==> src/rtl/lock_pkg.sv <==
// Shared types and width helpers for the comparador_lock controller.
package lock_pkg;

    typedef enum logic [1:0] {IDLE, ENTRY, OPEN, LOCKOUT} lock_state_t;

    localparam int unsigned MinWidth = 1;

    function automatic int unsigned step_width(int unsigned seq_len);
        return (seq_len > 1) ? $clog2(seq_len) : MinWidth;
    endfunction

    function automatic int unsigned fail_width(int unsigned max_fails);
        return (max_fails > 0) ? $clog2(max_fails + 1) : MinWidth;
    endfunction

    // The timer is loaded with cycles-1, so it only needs to hold max_cycles-1.
    function automatic int unsigned timer_width(int unsigned max_cycles);
        return (max_cycles > 1) ? $clog2(max_cycles) : MinWidth;
    endfunction

endpackage

==> src/rtl/lock_timer.sv <==
// Loadable down-counter; expired pulses while enabled and the count has reached zero.
module lock_timer
    import lock_pkg::*;
#(
    parameter int unsigned MAX_CYCLES = 16,
    localparam int unsigned W = timer_width(MAX_CYCLES)
) (
    input  logic         clk,
    input  logic         rst,
    input  logic         load,
    input  logic [W-1:0] load_val,
    input  logic         en,
    output logic         expired
);

    logic [W-1:0] cnt_q;

    always_ff @(posedge clk) begin
        if (rst) begin
            cnt_q <= '0;
        end else if (load) begin
            cnt_q <= load_val;
        end else if (en && (cnt_q != '0)) begin
            cnt_q <= cnt_q - 1'b1;
        end
    end

    assign expired = en && (cnt_q == '0);

endmodule

==> src/rtl/comparador_lock.sv <==
// Code-sequence lock controller fed by the comparator match bit.
// Optional entry timeout enabled by defining LOCK_TIMEOUT_EN.
module comparador_lock
    import lock_pkg::*;
#(
    parameter int unsigned SEQ_LEN        = 4,
    parameter int unsigned MAX_FAILS      = 3,
    parameter int unsigned LOCKOUT_CYCLES = 16,
    parameter int unsigned OPEN_CYCLES    = 8,
    parameter int unsigned TIMEOUT_CYCLES = 32,
    localparam int unsigned SW = step_width(SEQ_LEN),
    localparam int unsigned FW = fail_width(MAX_FAILS)
) (
    input  logic          clk,
    input  logic          rst,
    input  logic          try_i,
    input  logic          match_i,
    input  logic          relock_i,
    output logic [SW-1:0] step_o,
    output logic          busy_o,
    output logic          unlocked_o,
    output logic          locked_out_o,
    output logic [FW-1:0] fail_cnt_o
);

    localparam int unsigned WinMax = (OPEN_CYCLES > LOCKOUT_CYCLES) ? OPEN_CYCLES : LOCKOUT_CYCLES;
    localparam int unsigned TW = timer_width(WinMax);
    localparam logic [SW-1:0] LastStep = SW'(SEQ_LEN - 1);
    localparam logic [FW-1:0] MaxFails = FW'(MAX_FAILS);
    localparam logic [TW-1:0] OpenLoad = TW'(OPEN_CYCLES - 1);
    localparam logic [TW-1:0] LockLoad = TW'(LOCKOUT_CYCLES - 1);

    lock_state_t   state_q, state_d;
    logic [SW-1:0] step_q, step_d;
    logic [FW-1:0] fail_q, fail_d;
    logic          err_q, err_d;
    logic          busy_q, unlocked_q, locked_out_q;
    logic [FW-1:0] fail_next;
    logic          seq_fail;
    logic          win_load, win_en, win_expired;
    logic [TW-1:0] win_val;
    logic          ent_expired;

    lock_timer #(
        .MAX_CYCLES (WinMax)
    ) u_win_timer (
        .clk      (clk),
        .rst      (rst),
        .load     (win_load),
        .load_val (win_val),
        .en       (win_en),
        .expired  (win_expired)
    );

`ifdef LOCK_TIMEOUT_EN
    localparam int unsigned EW = timer_width(TIMEOUT_CYCLES);

    logic ent_load, ent_en;

    // Every accepted digit restarts the idle window, including one on the expiring cycle.
    assign ent_load = try_i && ((state_q == IDLE) || (state_q == ENTRY));
    assign ent_en   = (state_q == ENTRY) && !try_i;

    lock_timer #(
        .MAX_CYCLES (TIMEOUT_CYCLES)
    ) u_entry_timer (
        .clk      (clk),
        .rst      (rst),
        .load     (ent_load),
        .load_val (EW'(TIMEOUT_CYCLES - 1)),
        .en       (ent_en),
        .expired  (ent_expired)
    );
`else
    logic unused_timeout;

    assign unused_timeout = ^TIMEOUT_CYCLES;
    assign ent_expired    = 1'b0;
`endif

    assign win_en    = (state_q == OPEN) || (state_q == LOCKOUT);
    assign fail_next = (fail_q == MaxFails) ? fail_q : fail_q + 1'b1;

    always_comb begin
        state_d  = state_q;
        step_d   = step_q;
        err_d    = err_q;
        fail_d   = fail_q;
        seq_fail = 1'b0;
        win_load = 1'b0;
        win_val  = '0;
        case (state_q)
            IDLE, ENTRY: begin
                if (try_i) begin
                    if (step_q == LastStep) begin
                        step_d = '0;
                        err_d  = 1'b0;
                        if (!err_q && match_i) begin
                            state_d  = OPEN;
                            fail_d   = '0;
                            win_load = 1'b1;
                            win_val  = OpenLoad;
                        end else begin
                            seq_fail = 1'b1;
                        end
                    end else begin
                        // Wrong digits are only remembered, never revealed mid-sequence.
                        step_d  = step_q + 1'b1;
                        err_d   = err_q | ~match_i;
                        state_d = ENTRY;
                    end
                end else if ((state_q == ENTRY) && ent_expired) begin
                    step_d   = '0;
                    err_d    = 1'b0;
                    seq_fail = 1'b1;
                end
            end
            OPEN: begin
                if (relock_i || win_expired) state_d = IDLE;
            end
            LOCKOUT: begin
                if (win_expired) begin
                    state_d = IDLE;
                    fail_d  = '0;
                end
            end
            default: state_d = IDLE;
        endcase
        if (seq_fail) begin
            fail_d = fail_next;
            if (fail_next == MaxFails) begin
                state_d  = LOCKOUT;
                win_load = 1'b1;
                win_val  = LockLoad;
            end else begin
                state_d = IDLE;
            end
        end
    end

    always_ff @(posedge clk) begin
        if (rst) begin
            state_q      <= IDLE;
            step_q       <= '0;
            err_q        <= 1'b0;
            fail_q       <= '0;
            busy_q       <= 1'b0;
            unlocked_q   <= 1'b0;
            locked_out_q <= 1'b0;
        end else begin
            state_q      <= state_d;
            step_q       <= step_d;
            err_q        <= err_d;
            fail_q       <= fail_d;
            busy_q       <= (step_d != '0);
            unlocked_q   <= (state_d == OPEN);
            locked_out_q <= (state_d == LOCKOUT);
        end
    end

    assign step_o       = step_q;
    assign busy_o       = busy_q;
    assign unlocked_o   = unlocked_q;
    assign locked_out_o = locked_out_q;
    assign fail_cnt_o   = fail_q;

endmodule

==> config.mk <==
export PLATFORM = sky130hd
export DESIGN_NAME = comparador_lock
export DESIGN_NICKNAME = d
export VERILOG_FILES = /design/src/rtl/lock_pkg.sv /design/src/rtl/lock_timer.sv /design/src/rtl/comparador_lock.sv
export SDC_FILE = /design/constraint.sdc
export NUM_CORES = 1
export LEC_CHECK = 0
export CAP_MARGIN = 30
export CORE_MARGIN = 8
export CORE_UTILIZATION = 46
export CTS_CLUSTER_SIZE = 24
export DETAILED_ROUTE_END_ITERATION = 10
export PLACE_DENSITY = 0.74
export SLEW_MARGIN = 20
export SYNTH_ARGS = -nofsm -noshare
export SYNTH_HDL_FRONTEND = slang
export SYNTH_HIERARCHICAL = 1
export SYNTH_SLANG_ARGS = --single-unit
==> constraint.sdc <==
create_clock -name clk -period 1.8 [get_ports clk]
set_input_delay 0.45 -clock clk [delete_from_list [all_inputs] [get_ports clk]]
set_output_delay 0.45 -clock clk [all_outputs]
set_load 0.05 [all_outputs]
==> metrics.md, run 1 <==
| Metric | Value |
|---|---|
| Status | `finished, final reports clean` |
| CP Launch Point | `match_i` |
| Vias in the first global route | `716` |
| Max_slew headroom | `0.816` |
| Final hold viol count | `0` |
| Peak supply drop | `487 uV` |
| Total power per unit cell area | `between 500 and 600 nW/um^2` |
| HP Class | `flop to flop` |
| Number of DRC markers in iteration 0 | `13` |
| Max-cap violations | `0` |
| DR WL/cell | `~13 um` |
| # port buffers | `11` |
| Row count | `15` |
| Worst path required time | `1980 ps` |
| Detail Route Antenna Nets | `0` |
| NumNets Final | `121` |
| Reg2reg end | `u_win_timer/cnt_q[1]$_SDFFE_PP0P_` |
| Die Height | `approximately 57 um` |
| DR top layer | `met4` |
| Critical path class | `input port to flop` |
| Largest cells by area after synthesis | `dfxtp_1 (36%), ha_1 (4.8%), nor2_1 (4.4%), a21oi_1 (3.9%), a2111oi_4 (3.5%)` |
| Clk_skew | `just over 2 ps` |
| Vias per cell | `5.57` |
| Worst EP arrival | `1830 ps` |
| DRC violation count after routing | `0` |
| Met2 wire len | `766 um` |
| Grt total ovfl | `0` |
| Clock root cell | `clkbuf_4` |
| Syn Area/Cell | `slightly below 9 sq um` |
| M1 WL | `853 um` |
| Synth warn | `6` |
| Clk Latency, worst-skew pair | `roughly 280 ps` |
| Largest net degree at the start of global routing | `9` |
| Inserted Diodes | `0` |
| Fmax | `606 MHz` |
| Final setup fails | `0` |
| Worst Setup Slack, final | `around 150 ps` |
| FF-to-FF path depth | `5` |
| Layout filler cell count | `133` |
| Worst Tran Pin Value | `about 270 ps` |
| Clk slew on worst S/H paths | `90 ps` |
| Area grow syn2layout | `31.9%` |
| First-pass GRT wire length | `3030 um` |
| R2r setup slk | `170 ps` |
| Total routed wirelength | `1710 um` |
| Max H-tree Level | `1` |
| Unique cell type count in the Yosys netlist | `37` |
| Worst setup SP type | `input port` |
| Wire length on met3 | `approximately 65 um` |
| CP Capture Type | `flop` |
| Mapped Cells | `87` |
| Post-synth top area share | `0.361` |
| RSZ-0062 raised after global routing | `false` |
| Final Cell Area | `around 1000 sq um` |
| Core area | `1650 sq um` |
| Via Count | `718` |
| Final GP Congestion | `a little over 0.8` |
| Cell Area, Synth | `between 700 and 800 sq um` |
| Final period util | `0.916` |
| Seq/Total Area, Yosys | `0.361` |
| Die area | `between 3000 and 4000 sq um` |
| Area after DPL | `slightly below 1000 sq um` |
| Share of cells above drive strength 1 | `0.313` |
| DIE WIDTH | `around 57 um` |
| Dpl ws | `-144 ps` |
| Synth Register Bits | `14` |
| Total track usage | `0.111` |
| Drt pass-1 iters | `4` |
| Setup Buffers After CTS | `0` |
| Clk buf depth | `2` |
| Top cell type by total area after synthesis | `dfxtp_1` |
| Post-CTS Resized | `0` |
| Final Max Tran Viols | `0` |
| Crit path to | `u_win_timer/cnt_q[1]$_SDFFE_PP0P_` |
| Number of I/O pins | `12` |
| Tmin final | `1650 ps` |
| Cts hold-fix bufs | `0` |
| RR Startpoint | `u_win_timer/cnt_q[1]$_SDFFE_PP0P_` |
| Clk sink count | `14` |
| CP Max Fanout | `3` |
| Initial Util | `0.470` |
| Initial antenna violation count | `0` |
| CTS tree | `yes` |
| Leakage | `between 0.0004 and 0.0005 uW` |
| Post-Syn Nets | `between 90 and 100` |
| Num CTS Buffers | `3` |
[placed cells by master (no fill, tap or decap), types with 2 or more instances in the layout]
master	count
a21oi_1	5
a311oi_1	2
and3_1	2
buf_4	18
clkbuf_4	3
clkdlybuf4s50_1	4
dfxtp_1	12
dfxtp_4	2
ha_1	2
inv_1	6
nand2_1	7
nand3_1	4
nand3b_1	2
nor2_1	9
nor3_1	4
o21ai_0	3
[worst min path at each step]
| stage | start | depth (start not counted) | slack, ps | endpoint |
|---|---|---|---|---|
| final | step_o[1]$_SDFF_PP0_ | 2 | 500 | step_o[1]$_SDFF_PP0_ |
| after global routing | step_o[1]$_SDFF_PP0_ | 2 | 530 | step_o[1]$_SDFF_PP0_ |
| after CTS | step_o[1]$_SDFF_PP0_ | 2 | 500 | step_o[1]$_SDFF_PP0_ |
| after detailed placement | step_o[1]$_SDFF_PP0_ | 2 | 490 | step_o[1]$_SDFF_PP0_ |
| after global placement | step_o[1]$_SDFF_PP0_ | 2 | 480 | step_o[1]$_SDFF_PP0_ |
| after floorplan | err_q$_SDFFE_PP0P_ | 2 | 490 | err_q$_SDFFE_PP0P_ |
[registers in the layout, summed over array words and instances (netlist names)]
register           flops
step_o                 2
busy_o                 1
fail_cnt_o             2
locked_out_o           1
u_win_timer/cnt_q      4
state_q                2
unlocked_o             1
err_q                  1
[metrics by stage]
stage / std cells / hold slack (ps) / utilization / power, uW / setup TNS (ps)
floorplan: 87 / 489 / - / 386 / 0
global placement: 125 / 484 / 0.602 / 424 / -384
detailed placement: 125 / 490 / 0.602 / 426 / -626
CTS: 129 / 504 / 0.617 / 613 / 0
global route: 129 / 534 / 0.620 / 638 / 0
finish: 129 / 502 / 0.620 / 606 / 0
[Yosys cell counts]
master	number
a2111oi_4	1
a211oi_1	1
a211oi_2	1
a21o_1	1
a21oi_1	6
a21oi_4	1
a311o_2	1
a311oi_1	2
a31oi_1	1
and2_1	1
and3_1	2
clkbuf_1	1
clkbuf_2	1
dfxtp_1	14
ha_1	3
inv_1	6
nand2_1	7
nand2b_1	1
nand2b_4	1
nand3_1	4
nand3b_1	2
nand4_1	1
nand4b_1	1
nor2_1	9
nor2b_1	1
nor2b_2	1
nor2b_4	1
nor3_1	4
nor4_1	1
o211a_1	1
o211ai_1	1
o21ai_0	3
o21ai_1	1
o21bai_4	1
o221ai_1	1
or3b_4	1
or4b_1	1
[final cells by class]
type / instances / area (sq um) / share of cell area
clock buffer: 3 / 22.5 / 0.0220
clock inverter: 1 / 3.75 / 0.00367
inverter: 6 / 22.5 / 0.0220
multi-input combinational: 65 / 470 / 0.460
sequential: 14 / 288 / 0.281
tap: 17 / 21.3 / 0.0208
timing repair buffer: 23 / 195 / 0.191
[logic make-up after synthesis]
kind of cell / after synthesis / share of synthesized area
fa+ha+maj: 3 / 0.0484
compound gates: 23 / 0.260
simple gates: 39 / 0.290
buf+inv: 8 / 0.0403
flops: 14 / 0.361
[worst max-delay path: stages]
cell,delay (ps)
clkdlybuf4s50_1,420
nor2b_2,180
o21bai_4,110
inv_1,80
buf_4,140
nand2_1,60
nor2_1,40
a311o_2,350
[routing by layer]
metal / track usage / up-vias
li1: - / 369
met1: 0.139 / 328
met2: 0.178 / 18
met3: 0.0355 / 3
met4: 0.0302 / 0
met5: 0 / -
[power by group]
part           internal [uW]  leakage, uW  switching, uW  total (uW)
sequential               318     0.000115           9.10         327
combinational           40.2     0.000278           53.2        93.5
clock                   80.5    0.0000154            105         186
Power figures use the tool's default switching activity.
==> run 2, diff against run 1 <==
==> constraint.sdc (replaced) <==
create_clock -name clk -period 1.8 [get_ports clk]
set_input_delay 0.45 -clock clk [delete_from_list [all_inputs] [get_ports clk]]
set_output_delay 0.45 -clock clk [all_outputs]
set_load 0.02 [all_outputs]
==> metrics.md, run 2 (synthesized netlist as in run 1, its figures left out) <==
| Metric | Value |
|---|---|
| DRC violation count after routing | `0 (unchanged)` |
| Total routed wirelength | `1670 um (-2.2%)` |
| Hold slack | `500 ps (-2.16 ps)` |
| Worst EP arrival | `1900 ps (+70 ps)` |
| Max FFs per register | `4 (unchanged)` |
| Final Max Tran Viols | `0 (unchanged)` |
| Detail Route Antenna Nets | `0 (unchanged)` |
| RSZ-0062 raised after global routing | `false` |
| R2r setup slk | `120 ps (-50 ps)` |
| Core area | `1650 sq um (unchanged)` |
| Worst Tran Pin Value | `325 ps (+51.7 ps)` |
| Setup Buffers After CTS | `0 (unchanged)` |
| Clk buf depth | `2 (unchanged)` |
| Share of cells above drive strength 1 | `0.257 (-0.0556)` |
| Final period util | `0.961 (+0.0443)` |
| Total power per unit cell area | `631 nW/um^2 (+6.5%)` |
| Dpl ws | `-281 ps (-137 ps)` |
| CP Capture Type | `flop` |
| Grt total ovfl | `0 (unchanged)` |
| Tmin final | `1730 ps (+79.7 ps)` |
| Die area | `3260 sq um (unchanged)` |
| Post-DP HPWL | `1310 um` |
| CP Max Fanout | `6 (+3)` |
| # port buffers | `11 (unchanged)` |
| Number of DRC markers in iteration 0 | `8 (-5)` |
| Largest net degree at the start of global routing | `12 (+3)` |
| Max_slew headroom | `0.783 (-0.0332)` |
| Cts hold-fix bufs | `0 (unchanged)` |
| Vias per cell | `5.43 (-2.5%)` |
| Via Count | `684 (-4.7%)` |
| Max-cap violations | `0 (unchanged)` |
| Peak supply drop | `526 uV (+8.1%)` |
| Commonest non-fill, non-tap cells in the layout | `dfxtp_1 (12), nor2_1 (9), clkdlybuf4s50_1 (9), buf_4 (9), nand2_1 (7)` |
| Inserted Diodes | `0 (unchanged)` |
| Status | `finished, final reports clean` |
| Worst Setup Slack, final | `70.7 ps (-79.7 ps)` |
| Initial antenna violation count | `0 (unchanged)` |
| Most common cell after layout, fill and taps aside | `dfxtp_1` |
| DR WL/cell | `13.2 um (+0.10%)` |
| Leakage | `0.000400 uW (-2.0%)` |
| Clk_skew | `3.94 ps (+1.89 ps)` |
| Clk slew on worst S/H paths | `90 ps (about the same)` |
| Worst setup SP type | `input port` |
| Hold Path End | `fail_cnt_o[0]$_SDFFE_PP0P_` |
| RR Startpoint | `step_o[0]$_SDFF_PP0_` |
| Drt pass-1 iters | `6 (+2)` |
| Critical path class | `input port to flop` |
| DIE WIDTH | `57.1 um (unchanged)` |
| Final setup fails | `0 (unchanged)` |
| First-pass GRT wire length | `2730 um (-10%)` |
| Reg2reg end | `u_win_timer/cnt_q[1]$_SDFFE_PP0P_` |
| Layout filler cell count | `148 (+11%)` |
| Number of I/O pins | `12 (unchanged)` |
| NumNets Final | `118 (-2.5%)` |
| Final hold viol count | `0 (unchanged)` |
| Initial Util | `0.470 (unchanged)` |
| Post-layout power | `639 uW (+5.3%)` |
| Clock root cell | `clkbuf_4` |
| Vias in the first global route | `640 (-11%)` |
| Area occupied by registers | `283 sq um (-1.7%)` |
| Area grow syn2layout | `30.5%` |
| Row count | `15 (unchanged)` |
| Clk Latency, worst-skew pair | `280 ps (about the same)` |
| Clk sink count | `14 (unchanged)` |
| Total track usage | `0.103 (-0.00793)` |
| Max H-tree Level | `1 (unchanged)` |
| Top reg by flops | `u_win_timer/cnt_q` |
| Die Height | `57.1 um (unchanged)` |
| Worst path required time | `1970 ps (about the same)` |
| HP Class | `flop to flop` |
| WHS Path Cells | `2 (unchanged)` |
| Num CTS Buffers | `3 (unchanged)` |
| Fmax | `578 MHz (-4.6%)` |
| Multi-input gate area | `470 sq um (unchanged)` |
| Hold path start | `fail_cnt_o[0]$_SDFFE_PP0P_` |
| Final GP Congestion | `0.829 (+0.78%)` |
| CTS tree | `yes` |
| FF-to-FF path depth | `7 (+2)` |
run 2: cell types whose count changed in the layout (fill, tap and decap cells not counted), moves of 2 or more:
cell             delta
inv_1               -2
dfxtp_2             +2
clkdlybuf4s50_1     +5
buf_4               -9
inv_2               +2
dfxtp_4             -2
run 2: repair_timing:
item | in CTS | in global routing
setup endpoints to repair | 1 | 6
cloned | 0 | 0
gates resized for setup | 1 | 4
run 2: critical path, stage by stage:
cell             delay, ps
clkdlybuf4s50_1        550
nand3b_1               140
o21bai_4               200
inv_2                  100
buf_4                  130
a2111oi_4               30
a311o_2                310
run 2: how the worst max path moves through the flow:
stage,from,endpoint,slack [ps],cells after the start
floorplan,step_o[0]$_SDFF_PP0_,u_win_timer/cnt_q[1]$_SDFFE_PP0P_,60,6
global placement,try_i,u_win_timer/cnt_q[1]$_SDFFE_PP0P_,-250,7
detailed placement,try_i,u_win_timer/cnt_q[1]$_SDFFE_PP0P_,-280,7
CTS,try_i,u_win_timer/cnt_q[1]$_SDFFE_PP0P_,20,7
global route,try_i,u_win_timer/cnt_q[1]$_SDFFE_PP0P_,20,7
finish,try_i,u_win_timer/cnt_q[1]$_SDFFE_PP0P_,70,7
run 2: stage by stage:
| step | setup TNS (ps) | std cells | util | area (sq um) |
|---|---|---|---|---|
| floorplan | 0 | 87 | - | 781 |
| finish | 0 | 126 | 0.613 | 1010 |
| global route | 0 | 126 | 0.613 | 1010 |
| global placement | -893 | 122 | 0.588 | 971 |
| detailed placement | -1090 | 122 | 0.588 | 971 |
| CTS | 0 | 126 | 0.609 | 1010 |
run 2: metal layers:
metal | routed length (um) | GRT usage | up-vias
met3 | 119 | 0.0532 | 4
met5 | 0 | 0 | -
met1 | 781 | 0.120 | 306
li1 | - | - | 362
met2 | 742 | 0.150 | 12
met4 | 27 | 0.0537 | 0
run 2: where the power goes:
group          switching, uW  total [uW]  internal (uW)
Clock                    107         231            123
Sequential              8.67         328            319
Combinational           40.1        80.1           40.0
Total                    156         639            482
run 2: final cells by class:
class,instances,area share
inverter,6,0.0222
tap,17,0.0210
clock buffer,4,0.0358
sequential,14,0.279
multi-input combinational,65,0.465
timing repair buffer,20,0.177
==> RTL change (flow settings as in run 1) <==
Add a define of `LOCK_TIMEOUT_EN`.
--- a/src/rtl/comparador_lock.sv
+++ b/src/rtl/comparador_lock.sv
@@ -2,2 +2,4 @@
 // Optional entry timeout enabled by defining LOCK_TIMEOUT_EN.
+`define LOCK_TIMEOUT_EN
+
 module comparador_lock
Behaviour: same outputs for any inputs over 10 cycles, from zero or initial values and one cycle with rst high; that may be too few to reach the edited logic, so the function may still have changed.
==> RTL change against run 1 <==
  * The flow now finishes with violations (negative setup slack)
  * Worst hold slack gained 15 ps
  * Critical path depth grew 2
  * Wire length grew 76%
  * Power grew 54%
  * Sequential cell count grew 5
  * Area after synthesis grew 40%
  * Setup slack lost 510 ps
  * Global-route usage grew 2.8 points
  * Design area grew 60%
  * Critical endpoint unchanged
==> RTL change: results (changes against run 1) <==
status=finished with violations; violations in the final reports=negative setup slack; kind of cell adding the most delay to the critical path=simple AND/OR/NAND/NOR gates; largest net degree at the start of global routing=19 (+10); layout cell share with drive strength beyond 1=41.5% (+10 points); IR Drop Worst-Case VDD=0.384 mV (-21%); biggest fanout along the worst timing path=5 (+2); first-pass GRT wire length=4770 um (+57%); fraction of the mapped netlist area in adder cells=3.45% (-1.4 points); wire length reported by the detailed router=3010 um (+76%); slowest stage cell, crit path=or4bb_4; cts repair resizes=17 (+17); Tot GR Track Use=13.9% (+2.8 points); vias=1179 (+64%); Sequential Power Share=49.2% (-4.7 points); Post-Route M1 WL=1320 um (+54%); fillcell total=169 (+27%); post-place instance area=1460 sq um (+46%); Critical path origin=u_entry_timer/cnt_q[1]; DRT iter0 DRCs=45 (+32); number of placed instances with taps included=195 (+56%); unique cell type count in the Yosys netlist=45 (+22%); power attributed to the clock group=225 uW (+21%); final worst slack=-362 ps (-512 ps); Setup violations, final=15 (+15); M1 GR Usage=15.3% (+1.5 points); area fraction in compound gates after synthesis=23.0% (-3.0 points); via count of the first global-routing pass=1097 (+53%); global-route met3 utilization=2.75% (-0.80 points); power per unit of standard cell area=568 nW/um^2 (-4.1%); Static Leakage=0.000688 uW (+68%); data arrival time of the worst path=2370 ps (+540 ps); non-filler cells in the finished layout=211 (+64%); portion of the post-synthesis area used by sequential elements=34.9% (-1.2 points); number of nets in the final layout=192 (+59%)
==> RTL change: cell types whose count changed in the layout (fill, tap and decap cells not counted), moves of 3 or more <==
cell | run 1 | this run
dfxtp_2 | 0 | 3
nor2_4 | 0 | 3
buf_6 | 0 | 3
conb_1 | 0 | 5
buf_4 | 18 | 39
inv_2 | 0 | 3
nand2_1 | 7 | 11
dfxtp_1 | 12 | 16
==> RTL change: worst min path at each step <==
stage	start	cells past startpoint	endpoint	slack, ps
2_1_floorplan	err_q	2	err_q	460
3_3_place_gp	err_q	2	err_q	470
3_5_place_dp	err_q	2	err_q	500
4_1_cts	fail_cnt_o[0]	2	fail_cnt_o[0]	520
5_1_grt	fail_cnt_o[0]	2	fail_cnt_o[0]	540
6_report	fail_cnt_o[0]	2	fail_cnt_o[0]	520
==> RTL change: cell type report <==
type	count	area, sq um	share of cell area (%)
flip-flops and latches	19	384	23.5
well taps	28	35.0	2.14
multi-input cells	103	769	47.0
repair buffers	47	385	23.5
clock buffers	4	26.3	1.60
inverters	10	37.5	2.29
